[src/rtl/p4_instr_feeder.sv]
// p4_instr_feeder
//   Host-side initiator for the p4_cpu load/s/w handshake. Queues 16-bit
//   instructions in a small FIFO and presents them one at a time to the
//   CPU. Each instruction gets one load pulse and then one s pulse. The
//   feeder then watches w fall and rise again, captures the CPU result and
//   flags, and only then launches the next instruction.
//
// Optional feature macro: FEEDER_TIMEOUT_EN
//   When it is defined, a watchdog limits the time spent waiting on the CPU
//   to TIMEOUT_CYCLES. On expiry the transaction is abandoned and the sticky
//   timeout flag is set. When it is undefined, the feeder waits forever and
//   o_timeout is tied low.
//
// Ports
//   clk, reset                     clock (rising edge), async active-high reset
//   i_wr_en, i_wr_data             push an instruction into the FIFO
//   o_full, o_empty, o_overflow    FIFO status; overflow is sticky (push dropped)
//   o_cpu_in, o_cpu_load, o_cpu_s  instruction and strobes towards the CPU
//   i_cpu_w, i_cpu_out             CPU wait flag (1 = waiting) and result
//   i_cpu_N, i_cpu_V, i_cpu_Z      CPU condition flags
//   o_res_data, o_res_flags        captured result and {N,V,Z}
//   o_res_valid, i_res_ready       result slot handshake
//   o_busy                         transaction in progress (FSM not idle)
//   o_timeout                      sticky watchdog flag

module p4_instr_feeder #(
  parameter int DEPTH          = 4,
  parameter int TIMEOUT_CYCLES = 64
) (
  input  logic        clk,
  input  logic        reset,
  input  logic        i_wr_en,
  input  logic [15:0] i_wr_data,
  output logic        o_full,
  output logic        o_empty,
  output logic        o_overflow,
  output logic [15:0] o_cpu_in,
  output logic        o_cpu_load,
  output logic        o_cpu_s,
  input  logic        i_cpu_w,
  input  logic [15:0] i_cpu_out,
  input  logic        i_cpu_N,
  input  logic        i_cpu_V,
  input  logic        i_cpu_Z,
  output logic [15:0] o_res_data,
  output logic [2:0]  o_res_flags,
  output logic        o_res_valid,
  input  logic        i_res_ready,
  output logic        o_busy,
  output logic        o_timeout
);

  localparam int AW = $clog2(DEPTH);
  localparam logic [AW:0] FullCount = (AW + 1)'(DEPTH);

  // Pointer wrap relies on DEPTH being a power of two.
  if ((DEPTH < 2) || ((DEPTH & (DEPTH - 1)) != 0) || (TIMEOUT_CYCLES < 1)) begin : g_badCfg
    $error("p4_instr_feeder: DEPTH must be a power of two >= 2 and TIMEOUT_CYCLES >= 1");
  end

  typedef enum logic [2:0] {
    IDLE,
    LOAD,
    START,
    WAIT_BUSY,
    WAIT_DONE
  } state_t;

  state_t        r_state;
  logic [15:0]   r_mem [DEPTH];
  logic [AW-1:0] r_wrPtr;
  logic [AW-1:0] r_rdPtr;
  logic [AW:0]   r_count;
  logic          r_overflow;
  logic [15:0]   r_cpuIn;
  logic          r_cpuLoad;
  logic          r_cpuS;
  logic [15:0]   r_resData;
  logic [2:0]    r_resFlags;
  logic          r_resValid;

  logic          w_pop;
  logic          w_push;
  logic          w_expired;
  logic [15:0]   w_head;

  // The head leaves the FIFO on the START cycle, so a full FIFO can still
  // take a push in that same cycle.
  assign w_pop  = (r_state == START);
  assign w_push = i_wr_en && (!o_full || w_pop);
  assign w_head = r_mem[r_rdPtr];

  assign o_full      = (r_count == FullCount);
  assign o_empty     = (r_count == '0);
  assign o_overflow  = r_overflow;
  assign o_cpu_in    = r_cpuIn;
  assign o_cpu_load  = r_cpuLoad;
  assign o_cpu_s     = r_cpuS;
  assign o_res_data  = r_resData;
  assign o_res_flags = r_resFlags;
  assign o_res_valid = r_resValid;
  assign o_busy      = (r_state != IDLE);

  // FIFO storage needs no reset; the occupancy count decides what is valid.
  always_ff @(posedge clk) begin
    if (w_push) begin
      r_mem[r_wrPtr] <= i_wr_data;
    end
  end

  // FIFO pointers, occupancy, and the sticky overflow flag
  always_ff @(posedge clk or posedge reset) begin
    if (reset) begin
      r_wrPtr    <= '0;
      r_rdPtr    <= '0;
      r_count    <= '0;
      r_overflow <= 1'b0;
    end else begin
      if (w_push) begin
        r_wrPtr <= r_wrPtr + 1'b1;
      end
      if (w_pop) begin
        r_rdPtr <= r_rdPtr + 1'b1;
      end
      if (w_push && !w_pop) begin
        r_count <= r_count + 1'b1;
      end else if (!w_push && w_pop) begin
        r_count <= r_count - 1'b1;
      end
      if (i_wr_en && !w_push) begin
        r_overflow <= 1'b1;
      end
    end
  end

`ifdef FEEDER_TIMEOUT_EN
  localparam int TW = $clog2(TIMEOUT_CYCLES + 1);
  localparam logic [TW-1:0] TimerLast = TW'(TIMEOUT_CYCLES - 1);

  logic [TW-1:0] r_timer;
  logic          r_timeout;

  // The watchdog restarts on each launch and counts every cycle spent
  // waiting on the CPU, across both wait states.
  always_ff @(posedge clk or posedge reset) begin
    if (reset) begin
      r_timer   <= '0;
      r_timeout <= 1'b0;
    end else if (r_state == START) begin
      r_timer <= '0;
    end else if ((r_state == WAIT_BUSY) || (r_state == WAIT_DONE)) begin
      if (w_expired) begin
        r_timeout <= 1'b1;
      end else begin
        r_timer <= r_timer + 1'b1;
      end
    end
  end

  assign w_expired = (r_timer == TimerLast);
  assign o_timeout = r_timeout;
`else
  assign w_expired = 1'b0;
  assign o_timeout = 1'b0;
`endif

  // Transaction sequencer. All CPU-facing strobes are registered, so each
  // strobe is high for exactly the one cycle the FSM spends in its state.
  always_ff @(posedge clk or posedge reset) begin
    if (reset) begin
      r_state    <= IDLE;
      r_cpuIn    <= '0;
      r_cpuLoad  <= 1'b0;
      r_cpuS     <= 1'b0;
      r_resData  <= '0;
      r_resFlags <= '0;
      r_resValid <= 1'b0;
    end else begin
      // The consumer drains the slot. A capture later in this block takes
      // priority, although a capture only happens while the slot is empty.
      if (i_res_ready) begin
        r_resValid <= 1'b0;
      end
      case (r_state)
        IDLE: begin
          if (!o_empty && !r_resValid) begin
            r_cpuIn   <= w_head;
            r_cpuLoad <= 1'b1;
            r_state   <= LOAD;
          end
        end
        LOAD: begin
          r_cpuLoad <= 1'b0;
          r_cpuS    <= 1'b1;
          r_state   <= START;
        end
        START: begin
          r_cpuS  <= 1'b0;
          r_state <= WAIT_BUSY;
        end
        WAIT_BUSY: begin
          if (w_expired) begin
            r_state <= IDLE;
          end else if (!i_cpu_w) begin
            r_state <= WAIT_DONE;
          end
        end
        WAIT_DONE: begin
          if (w_expired) begin
            r_state <= IDLE;
          end else if (i_cpu_w) begin
            r_resData  <= i_cpu_out;
            r_resFlags <= {i_cpu_N, i_cpu_V, i_cpu_Z};
            r_resValid <= 1'b1;
            r_state    <= IDLE;
          end
        end
        default: begin
          r_state <= IDLE;
        end
      endcase
    end
  end

endmodule

[config.mk]
export PLATFORM = sky130hd
export DESIGN_NAME = p4_instr_feeder
export DESIGN_NICKNAME = d
export VERILOG_FILES = /design/src/rtl/p4_instr_feeder.sv
export SDC_FILE = /design/constraint.sdc
export NUM_CORES = 1
export LEC_CHECK = 0
export CORE_UTILIZATION = 47
export DETAILED_ROUTE_END_ITERATION = 6
export GPL_TIMING_DRIVEN = 0
export PLACE_DENSITY_LB_ADDON = 0.2
export SETUP_SLACK_MARGIN = 0.5
export SLEW_MARGIN = 10
export SYNTH_ARGS = -nofsm -noshare
export SYNTH_HDL_FRONTEND = slang
export SYNTH_SLANG_ARGS = --single-unit
[constraint.sdc]
create_clock -name clk -period 2.14 [get_ports clk]
set_clock_uncertainty 0.15 [all_clocks]
set_input_delay 0.535 -clock clk [delete_from_list [all_inputs] [get_ports clk]]
set_output_delay 0.535 -clock clk [all_outputs]
set_load 0.03 [all_outputs]
==> tab_implementation.tex, run 1 <==
\begin{tabular}{lr}
\hline
Metric & Value \\
\hline
\multicolumn{2}{l}{\textbf{Outcome}} \\
Status & finished, violations left \\
Failing checks & setup timing \\
\multicolumn{2}{l}{\textbf{Placed design}} \\
Routability-driven placement congestion ratio & 0.698 \\
Count of input and output buffers & 81 \\
Estimated wirelength of the detail-placed design & 4.78 mm \\
\multicolumn{2}{l}{\textbf{Timing}} \\
Number of failing hold endpoints at the final stage & 0 \\
Final count of negative-setup-slack endpoints & 2 \\
Max Clock Freq & 0.447 GHz \\
Setup repair after global routing missed its margin & true \\
Hold slack & $\sim$0.20 ns \\
Min cycle time layout & 2.24 ns \\
Slew Limit Fails & 0 \\
Period utilization & 1.04 \\
Final worst-path setup slack & -0.0956 ns \\
\multicolumn{2}{l}{\textbf{Synthesis}} \\
Dominant cell type by area after synthesis & sky130\_fd\_sc\_hd\_\_edfxtp\_1 \\
Number of distinct library cells after synthesis & 34 \\
Top cells by area in the synthesized netlist & sky130\_fd\_sc\_hd\_\_edfxtp\_1 (44\%), sky130\_fd\_sc\_hd\_\_dfrtp\_1 (28\%), sky130\_fd\_sc\_hd\_\_mux4\_2 (8.2\%) \\
Synth Instances & $\sim$230 \\
Synthesized net count & between 200 and 300 \\
FFs w/ async S/R, synth & 0.434 \\
Number of enable-type register cells in the synthesized netlist & 64 \\
Most used flip-flop cell after synthesis & sky130\_fd\_sc\_hd\_\_edfxtp\_1 \\
Proportion of synthesized chip area in sequential cells & 0.716 \\
Most frequent cell after synthesis & sky130\_fd\_sc\_hd\_\_edfxtp\_1 \\
Post-synth design cell area & approximately 4400 µm² \\
\#FFs+latches synth & around 110 \\
Most frequent cells after synthesis & sky130\_fd\_sc\_hd\_\_edfxtp\_1 (64), sky130\_fd\_sc\_hd\_\_dfrtp\_1 (49), sky130\_fd\_sc\_hd\_\_mux2\_2 (27) \\
Yosys synthesis warning count & 0 \\
Post-synth top area share & 0.437 \\
Mean instance size in the synthesized netlist & between 15 and 20 µm² \\
\multicolumn{2}{l}{\textbf{Detailed routing}} \\
Count of routing violations after the opening detailed-route iteration & approximately 120 \\
Antenna Nets Post-Route & 0 \\
Remaining design rule violation count & 0 \\
Initial DRT Pass Iterations & 4 \\
Number of vias in the routed layout & between 2k and 3k \\
Post-detailed-route via-to-cell ratio & around 5.2 \\
WL final & between 8 and 9 mm \\
Routed length per instance & around 18 µm \\
\multicolumn{2}{l}{\textbf{Setup path}} \\
Endpoint class of the critical path & primary output \\
Data required time of the critical path & 1.45 ns \\
R2r worst-path depth & 6 \\
Category of the worst setup path launch point & register \\
Worst-path maximum fanout & 3 \\
Classification of the worst setup path & reg2out \\
Arrival time worst endpoint & 1.55 ns \\
\multicolumn{2}{l}{\textbf{Clock network}} \\
Clock buffers created by TritonCTS & 17 \\
\# H-tree levels & 4 \\
Clock-pin slew of the registers on the worst-case setup and hold paths & approximately 0.06 ns \\
Clock latency on the worst-skew pair & about 0.5 ns \\
TritonCTS clock tree & yes \\
CTS Hold Buffers Added & 0 \\
Number of clock sinks seen by CTS & between 100 and 150 \\
Clock tree buffer depth & 2 \\
Clock tree root driver cell & sky130\_fd\_sc\_hd\_\_clkbuf\_8 \\
\multicolumn{2}{l}{\textbf{Floorplan}} \\
Row Count & 34 \\
Effective utilization at floorplan & 0.495 \\
Core area & $\sim$8900 µm² \\
Number of placed I/O pins & 83 \\
Horizontal die dimension & 98.7 µm \\
Die area & between 9000 and 10000 µm² \\
DIE HEIGHT & just under 100 µm \\
\multicolumn{2}{l}{\textbf{Worst hold path}} \\
Min-Delay Path Class & in2async \\
\multicolumn{2}{l}{\textbf{Finish}} \\
Diode count & 0 \\
Signed area change from the synthesized netlist to the final layout & 48.2\% \\
Fraction of final layout cells with drive strength greater than 1 & 0.527 \\
Total of fill cells in the finished design & between 500 and 600 \\
Total Nets Final & $\sim$420 \\
\multicolumn{2}{l}{\textbf{Global route}} \\
Largest net degree at the start of global routing & 50 \\
Initial antenna violation count & 0 \\
Overall overflow remaining after global route & 0 \\
Gr usage total & 0.188 \\
Vias in the first global route & between 2k and 3k \\
Global-route wire length before repair & 13.3 mm \\
\multicolumn{2}{l}{\textbf{Power and ir drop}} \\
Total design power & about 11 mW \\
Power share of the sequential group & 0.326 \\
PD cells & between 1500 and 2000 nW/µm² \\
Switching part of the total & 0.322 \\
Relative contribution of combinational cells to total power & 0.425 \\
Leakage power of the design & between 2 and 3 nW \\
Sw Pwr & approximately 3.4 mW \\
Peak supply drop & roughly 0.76 mV \\
Clock network fraction of total power & 0.249 \\
Int Pwr & between 7 and 8 mW \\
\multicolumn{2}{l}{\textbf{Run}} \\
Max-cap violation count & 0 \\
\hline
\end{tabular}
## cells by family (layout without fill, tap and decap cells)
group           count (synthesis)  in the layout  synth area share
compound gates                  9              9            0.0142
xor+xnor                        6              6            0.0119
fa+ha+maj                       6              6            0.0188
buf+inv                        18            170            0.0236
flops                         113            113             0.716
mux                            53             53             0.185
other cells                     1              1          0.000853
simple gates                   21             25            0.0296
## repair_timing
item | 4_1_cts | 5_1_grt
gates resized for setup | 319 | 17
pin swaps | 13 | 5
setup buffers | 16 | 19
setup endpoints to repair | 145 | 146
cloned | 4 | 3
## sequential cells by signal (all words and copies together) (netlist names)
signal,flops
o_res_data,16
r_mem,64
o_cpu_load,1
r_state,3
o_res_flags,3
r_wrPtr,2
o_cpu_in,16
o_cpu_s,1
o_res_valid,1
o_overflow,1
r_count,3
r_rdPtr,2
## final cells by class
cell class,instances,area (µm²),area share
Timing Repair Buffer,120,1240,0.190
Clock inverter,9,76.3,0.0117
Sequential cell,113,3150,0.484
Multi-Input combinational cell,100,1300,0.199
Tap cell,108,135,0.0207
Buffer,9,90.1,0.0138
Clock buffer,23,487,0.0747
Inverter,9,37.5,0.00576
## placed cells by master (no fill, tap or decap), types with 3 or more instances in the layout
master,instances
sky130_fd_sc_hd__and2_4,8
sky130_fd_sc_hd__buf_12,3
sky130_fd_sc_hd__buf_4,34
sky130_fd_sc_hd__buf_6,46
sky130_fd_sc_hd__buf_8,3
sky130_fd_sc_hd__clkbuf_16,18
sky130_fd_sc_hd__clkbuf_8,6
sky130_fd_sc_hd__clkdlybuf4s50_1,39
sky130_fd_sc_hd__clkinv_2,4
sky130_fd_sc_hd__dfrtp_1,44
sky130_fd_sc_hd__dfrtp_2,5
sky130_fd_sc_hd__edfxtp_1,64
sky130_fd_sc_hd__ha_1,4
sky130_fd_sc_hd__inv_1,6
sky130_fd_sc_hd__inv_4,3
sky130_fd_sc_hd__mux2_2,20
sky130_fd_sc_hd__mux2_4,17
sky130_fd_sc_hd__mux4_2,16
sky130_fd_sc_hd__nor2_1,3
sky130_fd_sc_hd__nor3_4,3
sky130_fd_sc_hd__o21ai_0,3
sky130_fd_sc_hd__xnor2_1,3
## through the flow
| stage | utilization | cells | area [µm²] | setup TNS (ns) | setup slack, ns |
|---|---|---|---|---|---|
| 3_5_place_dp | 0.608 | 416 | 5400 | -8.86 | -0.301 |
| 6_report | 0.733 | 491 | 6520 | -0.118 | -0.0956 |
| 2_1_floorplan | - | 227 | 4460 | 0 | 0.0320 |
| 3_3_place_gp | 0.608 | 416 | 5400 | -8.35 | -0.291 |
| 4_1_cts | 0.700 | 468 | 6220 | -0.227 | -0.125 |
| 5_1_grt | 0.733 | 491 | 6520 | -0.323 | -0.145 |
## worst max-delay path, stage by stage (launching register included)
cell                      delay, ns
sky130_fd_sc_hd__dfrtp_1       0.37
sky130_fd_sc_hd__buf_6         0.13
sky130_fd_sc_hd__or3_4         0.39
sky130_fd_sc_hd__buf_6         0.15
## final timing paths
kind,from,endpoint,slack [ns]
max,r_state[2],o_busy,-0.1
max reg2reg,r_state[1],r_count[1],-0.02
min in group clk,o_res_valid,o_res_valid,0.37
min reg2reg,o_res_valid,o_res_valid,0.37
max in group asynchronous,reset,r_count[1],1.15
min,reset,o_res_data[9],0.20
## layer usage
metal / vias to the layer above / wire length, µm / part of all wire / track usage
met1: 1289 / 3680 / 0.41 / 0.228
met2: 76 / 4630 / 0.52 / 0.316
met3: 13 / 485 / 0.054 / 0.0645
met4: 0 / 119 / 0.013 / 0.0666
li1: 1157 / - / - / -
met5: - / 0 / 0 / 0
## power by group through the flow
stage | logic [mW] | clock network (mW) | registers [mW]
after floorplan | 1.76 | 0 | 4.03
after global placement | 3.55 | 0 | 3.39
after detailed placement | 3.60 | 0 | 3.42
after CTS | 4.07 | 2.68 | 3.46
after global routing | 4.75 | 2.78 | 3.52
final | 4.50 | 2.64 | 3.46
Power figures use the tool's default switching activity.
==> run 2: changes to the inputs <==
--- a/config.mk
+++ b/config.mk
@@ -5,6 +5,7 @@
 export SDC_FILE = /design/constraint.sdc
 export NUM_CORES = 1
 export LEC_CHECK = 0
+export ABC_CLOCK_PERIOD_IN_PS = 2140
 export CORE_UTILIZATION = 47
 export DETAILED_ROUTE_END_ITERATION = 6
 export GPL_TIMING_DRIVEN = 0
==> results of run 2 <==
Final layout, timing and power as in run 1 (identical DEF).
